<file path="config.mk">
export PLATFORM = sky130hd
export DESIGN_NAME = tail_sprite_drawer
export DESIGN_NICKNAME = d
export VERILOG_FILES = /design/src/rtl/tail_sprite_drawer.sv
export SDC_FILE = /design/constraint.sdc
export NUM_CORES = 1
export LEC_CHECK = 0
export CAP_MARGIN = 20
export CORE_MARGIN = 2
export CORE_UTILIZATION = 49
export CTS_CLUSTER_DIAMETER = 60
export DETAILED_ROUTE_END_ITERATION = 16
export PLACE_DENSITY = 0.86
export SETUP_SLACK_MARGIN = 0.2
export SLEW_MARGIN = 20
export SYNTH_ARGS = -nofsm -noshare
export SYNTH_HDL_FRONTEND = slang
export SYNTH_SLANG_ARGS = --single-unit
</file>
<file path="constraint.sdc">
create_clock -name clk -period 3 [get_ports clk]
set_input_delay 0.6 -clock clk [delete_from_list [all_inputs] [get_ports clk]]
set_output_delay 0.6 -clock clk [all_outputs]
set_load 0.1 [all_outputs]
</file>
<file path="src/rtl/tail_sprite_drawer.sv">
// Plasma-tail sprite drawer: ignite/run/cooldown animation sequencer plus a
// two-stage pixel pipeline wrapped around a combinational 16x16 sprite ROM.
module tail_sprite_drawer #(
  parameter int FRAME_DIV   = 4,
  parameter int COOL_FRAMES = 8,
  parameter int SCALE_LOG2  = 0
) (
  input  logic        clk,
  input  logic        rst,
  input  logic        frame_tick_i,
  input  logic        enable_i,
  input  logic [9:0]  pos_x_i,
  input  logic [9:0]  pos_y_i,
  input  logic [9:0]  pixel_x_i,
  input  logic [9:0]  pixel_y_i,
  output logic [3:0]  rom_y_o,
  output logic [1:0]  rom_frame_o,
  input  logic [15:0] rom_bits_i,
  output logic        pixel_on_o,
  output logic        active_o
);

  localparam int DIV_W  = (FRAME_DIV   > 1) ? $clog2(FRAME_DIV)   : 1;
  localparam int COOL_W = (COOL_FRAMES > 1) ? $clog2(COOL_FRAMES) : 1;
  localparam logic [DIV_W-1:0]  DIV_LAST  = DIV_W'(FRAME_DIV - 1);
  localparam logic [COOL_W-1:0] COOL_LAST = COOL_W'(COOL_FRAMES - 1);
  localparam logic [10:0]       SPAN      = 11'(16 << SCALE_LOG2);

  typedef enum logic [1:0] {
    ST_OFF  = 2'd0,
    ST_RUN  = 2'd1,
    ST_COOL = 2'd2
  } state_t;

  state_t              state_q;
  logic [DIV_W-1:0]    div_cnt_q;
  logic [COOL_W-1:0]   cool_cnt_q;
  logic [1:0]          rom_frame_q;
  logic                active_q;

  logic [10:0]         dx_d;
  logic [10:0]         dy_d;
  logic                in_box_d;
  logic [3:0]          col_d;
  logic [3:0]          rom_y_d;

  logic                in_box_q;
  logic [3:0]          col_q;
  logic [3:0]          rom_y_q;
  logic                pixel_on_q;

  // Animation sequencer; an enable change always beats a coincident frame_tick.
  always_ff @(posedge clk or posedge rst) begin
    if (rst) begin
      state_q     <= ST_OFF;
      div_cnt_q   <= '0;
      cool_cnt_q  <= '0;
      rom_frame_q <= 2'd0;
      active_q    <= 1'b0;
    end else begin
      case (state_q)
        ST_OFF: begin
          if (enable_i) begin
            state_q     <= ST_RUN;
            div_cnt_q   <= '0;
            rom_frame_q <= 2'd0;
            active_q    <= 1'b1;
          end
        end
        ST_RUN: begin
          if (!enable_i) begin
            state_q     <= ST_COOL;
            cool_cnt_q  <= '0;
            rom_frame_q <= 2'd0;
          end else if (frame_tick_i) begin
            if (div_cnt_q == DIV_LAST) begin
              div_cnt_q   <= '0;
              rom_frame_q <= rom_frame_q + 2'd1;
            end else begin
              div_cnt_q <= div_cnt_q + DIV_W'(1);
            end
          end
        end
        ST_COOL: begin
          if (enable_i) begin
            state_q     <= ST_RUN;
            div_cnt_q   <= '0;
            rom_frame_q <= 2'd0;
          end else if (frame_tick_i) begin
            if (cool_cnt_q == COOL_LAST) begin
              state_q    <= ST_OFF;
              cool_cnt_q <= '0;
              active_q   <= 1'b0;
            end else begin
              cool_cnt_q <= cool_cnt_q + COOL_W'(1);
            end
          end
        end
        default: begin
          state_q  <= ST_OFF;
          active_q <= 1'b0;
        end
      endcase
    end
  end

  // Sprite-relative geometry; the >= guards stop an underflowed dx/dy wrapping into the box.
  always_comb begin
    dx_d     = {1'b0, pixel_x_i} - {1'b0, pos_x_i};
    dy_d     = {1'b0, pixel_y_i} - {1'b0, pos_y_i};
    in_box_d = (pixel_x_i >= pos_x_i) && (pixel_y_i >= pos_y_i) &&
               (dx_d < SPAN) && (dy_d < SPAN);
    col_d    = 4'(dx_d >> SCALE_LOG2);
    if (in_box_d) begin
      rom_y_d = 4'(dy_d >> SCALE_LOG2);
    end else begin
      rom_y_d = 4'd0;
    end
  end

  // S1 addresses the ROM; S2 picks the column bit (column 0 is the MSB).
  always_ff @(posedge clk or posedge rst) begin
    if (rst) begin
      in_box_q   <= 1'b0;
      col_q      <= 4'd0;
      rom_y_q    <= 4'd0;
      pixel_on_q <= 1'b0;
    end else begin
      in_box_q   <= in_box_d;
      col_q      <= col_d;
      rom_y_q    <= rom_y_d;
      pixel_on_q <= in_box_q & active_q & rom_bits_i[4'd15 - col_q];
    end
  end

  assign rom_y_o     = rom_y_q;
  assign rom_frame_o = rom_frame_q;
  assign pixel_on_o  = pixel_on_q;
  assign active_o    = active_q;

endmodule

</file>
# Word level (Yosys, flattened, before mapping)
# Cells that the tools add are included.
[totals]
ff_bits = 20
in_bits = 60
output_inout_bits = 8
elab_cells = 79
[classes]
add_sub_neg = 6
magnitude_cmp = 5
n_eq_ne = 16
muxes = 28
n_bitwise = 3
n_reduce_logical = 12
[ops]
columns = ["op", "count"]
rows = [
  ["$mux W2", 12],
  ["$lt A11 B5 Y1 const B", 2],
  ["$sub A10 B10 Y11", 2],
  ["$ge A10 B10 Y1", 2],
  ["$reduce_and A4 Y1", 4],
  ["$ne A2 B2 Y1 const B", 7],
  ["$mux W3", 4],
  ["$ne A3 B3 Y1 const B", 4],
  ["$pmux W2 S2", 2],
  ["$pmux W2 S3", 1],
  ["$pmux W3 S2", 1],
  ["$lt A4 B5 Y1 const B", 1],
  ["$mux W1", 5],
  ["$reduce_and A5 Y1", 1],
  ["$add A2 B1 Y2 const B", 2],
  ["$bmux W1 S4", 1],
  ["$eq A2 B2 Y1 const B", 2],
  ["$mux W4", 1],
  ["$reduce_bool A2 Y1", 2],
  ["$sub A4 B4 Y4 const A", 1],
  ["$add A3 B1 Y3 const B", 1],
  ["$eq A3 B3 Y1 const B", 1],
  ["$logic_and A1 B1 Y1", 3],
  ["$pmux W1 S3", 1],
  ["6 further kinds", 7],
]

# Depth between registers and ports, before layout
# Gate-level depths: netlist of run 1.
[depth]
ltp_word = 5
mapped_depth = 11
ltp_nobuf = 11

# Worst setup path after synthesis of run 1
# No wires, ideal clock.
[synth_path]
path_type = "input port to flip-flop"
startpoint = "in pixel_y_i[0]"
endpoint = "reg rom_y_q[2], in the netlist rom_y_o[2]"
setup_ns = 0.067
arrival_ns = 2.337
required_time_ns = 2.933
slack_ns = 0.596
stages = 11
path_buffers = 0
cell_sequence = "inv_1 ha_1 inv_1 fa_1 a21o_1 a21oi_2 o21ai_1 a31oi_1 xnor2_1 nor4_4 and3_1"
[synth_via]
elab_chain_len = 5
word_cells_on_any_way = 7
cone_classes = "add/sub: 1; order compare: 2; mux: 1; reduce/logical: 3"
[synth_lines]
columns = ["item", "line", "rtl"]
rows = [
  ["start, declared", "15", "input logic [9:0] pixel_y_i,"],
  ["branches (longest 4 deep; another with $sub A10 B10 Y11)", "n/a", ""],
  ["$mux W4 (*)", "114", "if (in_box_d) begin"],
  ["net rom_y_d[2]", "45", "logic [3:0] rom_y_d;"],
  ["end signal, assigned", "131", "rom_y_q <= rom_y_d;"],
  ["end, declared", "49", "logic [3:0] rom_y_q;"],
]
# Mark *: on every way through the listed nets, which the timed path passes.
# A chain may end at the register's enable or synchronous reset.

# Worst setup path after layout of run 1
[layout_path]
startpoint = "in pos_y_i[6]"
endpoint = "reg rom_y_q[3], in the netlist rom_y_o[3]"
[layout_via]
elab_chain_len = 5
word_cells_on_any_way = 7
cone_classes = "add/sub: 1; order compare: 2; mux: 1; reduce/logical: 3"
[layout_lines]
columns = ["item", "line", "rtl"]
rows = [
  ["start, declared", "13", "input logic [9:0] pos_y_i,"],
  ["branches (longest 3 deep; another with $sub A10 B10 Y11)", "n/a", ""],
  ["$logic_and A1 B1 Y1 (*)", "112", "(dx_d < SPAN) && (dy_d < SPAN);"],
  ["$mux W4 (*)", "114", ""],
  ["net rom_y_d[3]", "45", ""],
]
# Marked as above.

==> results.cfg, run 1 <==
[route]
dr.pass1.iters = 4
vias = 1822
totalWireLength_um = 4500
wl_per_cell_um = 13.7
drc = 0
ant_nets = 0
drtIter0Drc = 107
viasPerCell = 5.54

[placed_design]
placed_area_um2 = 2640
dp_cells = 325
globalplace.congestion = 0.858
hpwl_um = 3490
port_buffers = 67

[run_status]
status = complete, no violations

[cts]
cts_tree = yes
cts_max_path_buffers = 2
clk_pin_slew_worst_paths_ns = 0.07
clock_sinks = 20
numCtsBuffers = 3
clk_latency_ns = 0.26
htreeDepth = 1
cts-root-buf = clkbuf_8

[sta]
drv_slew = 0
rsz0062_at_grt = no
clock_skew_ns = 0.00202
max_slew.worst_pin.slew_ns = 0.753
slew_headroom_pct = 49.8
post-route-period-util_pct = 89.5
setup_viol = 0
fin_crit_ns = 2.69
final-hold-violation-count = 0
fmax_mhz = 372
fin_setup_tns_ns = 0

[global_route]
global_route.usage.met1_pct = 24.5
grt_use_total_pct = 20.6
overflow = 0
antenna_found_initial = 0
top_usage_layer = met2
grt_pass1_vias = 1722
met3_usage_pct = 1.86
grt_first_pass_wirelength_um = 7110
grt_use_met2_pct = 38.0
grt_max_degree = 21

[logic_synthesis]
ys_async_sr_fraction_pct = 100
yosys_register_bits = 20
synth_edf_count = 0
netlist_instances = 209
syn_area_um2 = 1910
syn-num-nets = 294
synthFlopType = dfrtp_1
synth_warnings = 0
ys_types = 52
synth.avg_cell_area_um2 = 9.15
yosysSeqAreaShare_pct = 26.2

[min_path]
hold_path_class = reg2reg

[floorplanning]
die_h_um = 66.5
die_w_um = 66.5
coreArea_um2 = 3720
dieArea_um2 = 4420
ios = 68
start_util_pct = 51.4
rows = 22

[worst_setup_path]
end_kind = register
path_buf_inv = 2
critPathTopFamily = compound AO/OA/AOI/OAI gates
worstPathCellList = clkdlybuf4s50_1 > inv_1 > ha_1 > a21oi_1 > a21boi_0 > a31oi_1 > mux2_1 > o21ai_2 > nor4_4 > and3_1
worstSetupPathType = in2reg
start_kind = input pin
max_stage_delay_ns = 0.45
crit_path_top_delay_cell = clkdlybuf4s50_1
path_max_fanout = 7
worst_ep_required_time_ns = 3.20
critical_path_arrival_ns = 2.89

[final_layout]
final_cell_mix = 55 x clkdlybuf4s50_1, 28 x inv_1, 20 x ha_1, 20 x dfrtp_1, 15 x a21oi_1
final_common_cell = clkdlybuf4s50_1
layout.cells.non_filler = 329
fill_cells = 289
diodes = 0
stdcell_area_um2 = 2750
areaGrowthSynthToFinish_pct = 43.6
layout-drive-gt1-share_pct = 13.9
finalNetCount = 368

[pwr]
clkPwrFrac_pct = 20.0
p_int_w = 0.000591
p_leak_nw = 1.31
seq_power_share_pct = 36.2
netSwitchingFraction_pct = 32.6
vdd.ir_drop.worst_mv = 0.179
power_per_cell_area_nw_per_um2 = 319
power_frac_comb_pct = 43.9
power_switching_w = 0.000286

[job]
drv_cap = 0
-- power groups by stage --
stage | Clock (W) | Sequential (W) | Combinational, W
2_1_floorplan | 0 | 0.000328 | 0.000226
3_3_place_gp | 0 | 0.000320 | 0.000357
3_5_place_dp | 0 | 0.000322 | 0.000366
4_1_cts | 0.000181 | 0.000317 | 0.000368
5_1_grt | 0.000191 | 0.000320 | 0.000425
6_report | 0.000175 | 0.000317 | 0.000385
-- layer usage --
metal / wire, um / share of wire, %
met5: 0 / 0
met1: 1810 / 40
met2: 2400 / 53
met4: 90 / 2.0
met3: 201 / 4.5
-- synth_stat cells (2+ instances only) --
cell type  instances  area share, %
mux4_2             5            5.9
a211oi_1           2           0.79
nor3b_1            3            1.2
xnor2_1            7            3.2
clkbuf_1           2           0.39
nor2_1             8            1.6
or2_2              2           0.65
dfrtp_1           20             26
nor3_1             5            1.3
nand4_1            2           0.65
a21oi_1           15            3.9
o21a_1             5            2.0
fa_1               2            2.1
nor2b_1            3           0.98
nand2b_1           4            1.3
inv_1             29            5.7
nand2_1           10            2.0
o211ai_1           2           0.79
ha_1              23             15
a21boi_0           2           0.79
o22ai_1            5            1.6
o21ai_0            3           0.79
and3_1             4            1.3
a31oi_1            4            1.3
a21o_1             7            2.7
nand3_1            4            1.0
a22o_1             6            2.7
-- stage by stage --
stage | hold WS [ns] | power (W) | setup WS, ns | util, %
after floorplan | 0.459 | 0.000555 | 0.596 | -
after global placement | 0.490 | 0.000677 | 0.0313 | 71.0
after detailed placement | 0.514 | 0.000688 | -0.0142 | 71.0
after CTS | 0.560 | 0.000867 | 0.259 | 72.1
after global routing | 0.586 | 0.000937 | 0.196 | 73.9
final | 0.553 | 0.000877 | 0.314 | 73.9
-- path summary, 6_finish.rpt --
path | startpoint | end | slack (ns) | cells past startpoint
min in group asynchronous | rst | cool_cnt_q[0]$_DFFE_PP0P_ | 0.78 | 2
max in group asynchronous | rst | rom_frame_o[0]$_DFFE_PP0P_ | 1.74 | 2
hold reg to reg | in_box_q$_DFF_PP0_ | pixel_on_o$_DFF_PP0_ | 0.55 | 1
hold / removal | in_box_q$_DFF_PP0_ | pixel_on_o$_DFF_PP0_ | 0.55 | 1
setup reg to reg | col_q[0]$_DFF_PP0_ | pixel_on_o$_DFF_PP0_ | 1.21 | 3
setup / recovery | pos_y_i[6] | rom_y_o[3]$_DFF_PP0_ | 0.31 | 10
-- worst reg2reg max path, delay by kind of cell, from the launching register on --
| kind | cells | cell delay, ns |
|---|---|---|
| muxes | 2 | 1.01 |
| DFF | 1 | 0.47 |
| and+or+nand+nor | 1 | 0.20 |
-- sequential cells by signal, summed over array words and instances (netlist names) --
name and cells:
rom_frame_o 2, pixel_on_o 1, in_box_q 1, div_cnt_q 2, active_o 1, state_q 2, rom_y_o 4, cool_cnt_q 3
col_q 4
-- layout make-up --
cell class / count / area [um2] / share of cell area (%)
Multi-Input combinational cell: 157 / 1340 / 48.8
Inverter: 30 / 113 / 4.10
Tap cell: 48 / 60.1 / 2.19
Clock buffer: 3 / 41.3 / 1.50
Sequential cell: 20 / 500 / 18.2
Timing Repair Buffer: 71 / 691 / 25.2
-- cell families (layout without fill, tap and decap cells) --
kind of cell | count (synthesis) | in the layout | synth area share, %
AO/OA/AOI/OAI | 62 | 62 | 22.6
XOR/XNOR | 8 | 8 | 3.67
adder cells (fa/ha/maj) | 25 | 25 | 17.1
buffers and inverters | 32 | 104 | 6.28
flip-flops | 20 | 20 | 26.2
multiplexers | 8 | 8 | 7.59
AND/OR/NAND/NOR | 54 | 54 | 16.5
-- timing repair --
| action | CTS | global route |
|---|---|---|
| setup buffers | 0 | 1 |
| setup endpoints to repair | 0 | 5 |
| hold buffers | 0 | 0 |
| resized for setup | 0 | 17 |
(Power assumes the default switching activity.)
==> run 2: changes to the inputs <==
- CORE_UTILIZATION: 49 -> 35
- PLACE_DENSITY: 0.86 -> default
==> results.cfg, run 2 (synthesized netlist as in run 1, its figures left out) <==
[sta]
post-route-period-util_pct = 88.5
clock_skew_ns = 0.00261
fmax_mhz = 377
rsz0062_at_grt = no
setup_viol = 0
drv_slew = 0
final-hold-violation-count = 0
fin_ws_ns = 0.346
slew_headroom_pct = 50.5
fin_crit_ns = 2.65
max_slew.worst_pin.slew_ns = 0.741

[worst_setup_path]
r2r_start = col_q[0]$_DFF_PP0_
r2r_end = pixel_on_o$_DFF_PP0_
end_kind = register
endpoint = rom_y_o[3]$_DFF_PP0_
path_max_fanout = 5
ff2ff_setup_slack_ns = 1.23
critical_path_arrival_ns = 2.85
cp-startpoint = pos_y_i[0]
worst_ep_required_time_ns = 3.20
worstSetupPathType = in2reg
start_kind = input pin
r2r.worst_path.cells = 3

[placed_design]
globalplace.congestion = 0.801
hpwl_um = 3560
port_buffers = 67
dp_cells = 351
dpl_worst_slack_ns = -0.0552
placed_area_um2 = 2700

[floorplanning]
die_w_um = 77.9
coreArea_um2 = 5200
ios = 68
rows = 26
die_h_um = 77.9
dieArea_um2 = 6070
start_util_pct = 36.7

[final_layout]
areaGrowthSynthToFinish_pct = 47.3
finalNetCount = 371
diodes = 0
layout-drive-gt1-share_pct = 14.4
final_common_cell = clkdlybuf4s50_1
layout.cells.non_filler = 355
final_cell_mix = 57 x clkdlybuf4s50_1, 28 x inv_1, 20 x ha_1, 20 x dfrtp_1
stdcell_area_um2 = 2820
final_util_pct = 54.1

[route]
drtIter0Drc = 66
dr.pass1.iters = 4
wl_per_cell_um = 11.8
ant_nets = 0
viasPerCell = 5.02
totalWireLength_um = 4190
drc = 0
vias = 1783

[global_route]
grt_first_pass_wirelength_um = 7380
grt_pass1_vias = 1668
grt_use_total_pct = 14.7
grt_max_degree = 21
overflow = 0
antenna_found_initial = 0

[pwr]
vdd.ir_drop.worst_mv = 0.142
power_frac_comb_pct = 39.4
netSwitchingFraction_pct = 29.3
clkPwrFrac_pct = 27.8
power_per_cell_area_nw_per_um2 = 342
power_switching_w = 0.000283
p_leak_nw = 1.32
p_int_w = 0.000681
seq_power_share_pct = 32.8
p_total_w = 0.000964

[cts]
cts_tree = yes
post_cts_buffers = 0
cts-root-buf = clkbuf_8
clk_latency_ns = 0.26
htreeDepth = 1
clock_sinks = 20
numCtsBuffers = 3
clk_pin_slew_worst_paths_ns = 0.08
postCtsHoldBufs = 0
cts_max_path_buffers = 2

[min_path]
hold_path_depth = 1
hold_path_class = reg2reg
hp-start = cool_cnt_q[1]$_DFFE_PP0P_

[run_status]
status = complete, no violations

[job]
drv_cap = 0
## run 2: cell types whose count changed in the layout (fill, tap and decap cells not counted), sizes merged
cell           change
buf                +3
clkdlybuf4s50      +2
dlymetal6s2s       -2
bufinv             +1
## run 2: worst max-delay path, cell delays in order
cell,delay [ns]
clkdlybuf4s50_1,0.47
ha_2,0.18
inv_1,0.05
fa_2,0.33
a21o_1,0.17
a21oi_2,0.15
o21ai_1,0.09
or2b_1,0.16
nand4_1,0.11
nor4_4,0.32
and3_1,0.21
## run 2: worst min-delay path by stage
stage                                end  slack (ns)
6_report       cool_cnt_q[1]$_DFFE_PP0P_        0.54
5_1_grt             pixel_on_o$_DFF_PP0_        0.55
4_1_cts             pixel_on_o$_DFF_PP0_        0.55
3_5_place_dp   cool_cnt_q[1]$_DFFE_PP0P_        0.53
3_3_place_gp        pixel_on_o$_DFF_PP0_        0.50
2_1_floorplan       pixel_on_o$_DFF_PP0_        0.46
## run 2: area by class of cell
type                    instances  area (um2)
clock buffers                   3        41.3
clock inverters                 1        30.0
fillers                       515        2390
inverters                      30         113
multi-input cells             157        1340
flip-flops and latches         20         500
well taps                      70        87.6
repair buffers                 74         708
## run 2: per-stage QoR
step           setup TNS, ns  hold WS, ns
2_1_floorplan              0        0.459
3_3_place_gp       -0.000163        0.504
3_5_place_dp          -0.187        0.529
5_1_grt                    0        0.554
6_report                   0        0.544
4_1_cts                    0        0.548
## run 2: per-layer routing
| metal | global-route usage [%] | vias up | part of all wire [%] |
|---|---|---|---|
| met5 | 0 | - | 0 |
| met4 | 4.74 | 0 | 1.4 |
| met3 | 2.21 | 5 | 5.1 |
| met2 | 24.8 | 45 | 49 |
| met1 | 19.2 | 812 | 44 |
| li1 | - | 921 | - |
## run 2: power by group through the flow
stage / Sequential, W / Clock, W / Combinational [W]
after CTS: 0.000316 / 0.000275 / 0.000375
after global placement: 0.000321 / 0 / 0.000372
final: 0.000316 / 0.000268 / 0.000380
after detailed placement: 0.000322 / 0 / 0.000373
after global routing: 0.000321 / 0.000287 / 0.000425
after floorplan: 0.000328 / 0 / 0.000226
## run 2: what timing repair did
action,in CTS,in global routing
setup endpoints to repair,0,5
hold endpoints to repair,0,0
resized for setup,0,14
==> run 3: changes to the inputs <==
- CTS_CLUSTER_DIAMETER: 60 -> 30
- GPL_TIMING_DRIVEN: default -> 0
==> results.cfg, run 3 (synthesized netlist as in run 1, its figures left out) <==
[job]
drv_cap = 0

[route]
dr.pass1.iters = 4
vias = 1786
wl_per_cell_um = 12.0
totalWireLength_um = 4250
drtIter0Drc = 33
ant_nets = 0
viasPerCell = 5.06
drc = 0

[final_layout]
multi_input_area_um2 = 1340
final-seq-area_um2 = 500
fill_cells = 511
finalNetCount = 369
layout.cells.non_filler = 353
final_util_pct = 54.3
areaGrowthSynthToFinish_pct = 47.9
diodes = 0
layout-drive-gt1-share_pct = 12.0
final_common_cell = clkdlybuf4s50_1
final_cell_mix = 62 x clkdlybuf4s50_1, 27 x inv_1, 20 x ha_1, 20 x dfrtp_1, 13 x a21oi_1

[sta]
clock_skew_ns = 0.00569
max_slew.worst_pin.slew_ns = 0.984
setup_viol = 0
fin_ws_ns = 0.308
fin_crit_ns = 2.69
final-hold-violation-count = 0
rsz0062_at_grt = no
slew_headroom_pct = 34.2
post-route-period-util_pct = 89.7
fmax_mhz = 372
drv_slew = 0
hold_slack_ns = 0.525

[global_route]
grt_first_pass_wirelength_um = 7120
grt_pass1_vias = 1664
overflow = 0
grt_use_total_pct = 14.3
antenna_found_initial = 0
grt_max_degree = 21

[worst_setup_path]
worstPathCellList = clkdlybuf4s50_1 > inv_1 > fa_2 > a21o_1 > a21oi_2 > o21ai_2 > or2b_1 > nand4_1 > nor4_4 > and3_1
max_stage_delay_ns = 0.47
start_kind = input pin
path_buf_inv = 2
worstSetupPathType = in2reg
crit_path_top_delay_cell = clkdlybuf4s50_1
critPathTopFamily = simple AND/OR/NAND/NOR gates
path_max_fanout = 5
worst_ep_required_time_ns = 3.20
end_kind = register
critical_path_arrival_ns = 2.89

[floorplanning]
die_w_um = 77.9
rows = 26
dieArea_um2 = 6070
coreArea_um2 = 5200
start_util_pct = 36.7
ios = 68
die_h_um = 77.9

[pwr]
power_per_cell_area_nw_per_um2 = 340
seq_power_share_pct = 32.5
power_switching_w = 0.000285
vdd.ir_drop.worst_mv = 0.186
p_total_w = 0.000962
power_frac_comb_pct = 39.6
clkPwrFrac_pct = 27.8
p_int_w = 0.000677
p_leak_nw = 1.31
netSwitchingFraction_pct = 29.6

[cts]
cts_max_path_buffers = 2
cts-root-buf = clkbuf_8
clk_latency_ns = 0.26
numCtsBuffers = 3
clk_pin_slew_worst_paths_ns = 0.08
postCtsHoldBufs = 0
cts_tree = yes
clock_sinks = 20
htreeDepth = 1

[placed_design]
dp_cells = 346
hpwl_um = 3490
dpl_worst_slack_ns = -0.102
globalplace.congestion = 0.790
port_buffers = 67

[min_path]
hold_path_class = reg2reg

[run_status]
status = complete, no violations
-- run 3: repair_timing --
action,4_1_cts,5_1_grt
hold endpoints to repair,0,0
pin swaps,4,15
setup buffers,0,3
resized for setup,2,18
setup endpoints to repair,4,5
-- run 3: worst paths after layout --
check	start	to	slack, ns	cells after the start
max in group asynchronous	rst	rom_frame_o[0]$_DFFE_PP0P_	1.77	2
worst max register to register	col_q[0]$_DFF_PP0_	pixel_on_o$_DFF_PP0_	1.22	3
worst min register to register	in_box_q$_DFF_PP0_	pixel_on_o$_DFF_PP0_	0.52	1
worst min-delay path	in_box_q$_DFF_PP0_	pixel_on_o$_DFF_PP0_	0.52	1
worst max-delay path	pos_y_i[1]	rom_y_o[3]$_DFF_PP0_	0.31	10
min in group asynchronous	rst	pixel_on_o$_DFF_PP0_	0.76	2
-- run 3: per-layer routing --
layer / vias to the layer above / GRT usage [%] / wire length (um)
met5: - / 0 / 0
met3: 4 / 1.74 / 176
met1: 818 / 18.6 / 2010
li1: 916 / - / -
met2: 48 / 24.2 / 2010
met4: 0 / 5.26 / 53
-- run 3: power groups by stage --
stage,clock network (W),logic (W),registers [W]
floorplan,0,0.000226,0.000328
global placement,0,0.000364,0.000318
detailed placement,0,0.000366,0.000319
CTS,0.000277,0.000371,0.000314
global route,0.000285,0.000423,0.000317
finish,0.000268,0.000381,0.000313
-- run 3: metrics by stage --
stage / setup TNS, ns / cell area, um2
2_1_floorplan: 0 / 1910
3_3_place_gp: -0.465 / 2670
3_5_place_dp: -0.481 / 2670
4_1_cts: 0 / 2750
5_1_grt: 0 / 2830
6_report: 0 / 2830
-- run 3: area by class of cell --
type | instances | area share [%]
Timing Repair Buffer | 70 | 25.0
Clock buffer | 3 | 1.46
Sequential cell | 20 | 17.7
Clock inverter | 1 | 1.06
Buffer | 2 | 0.265
Tap cell | 70 | 3.10
Inverter | 30 | 3.98
Multi-Input combinational cell | 157 | 47.5
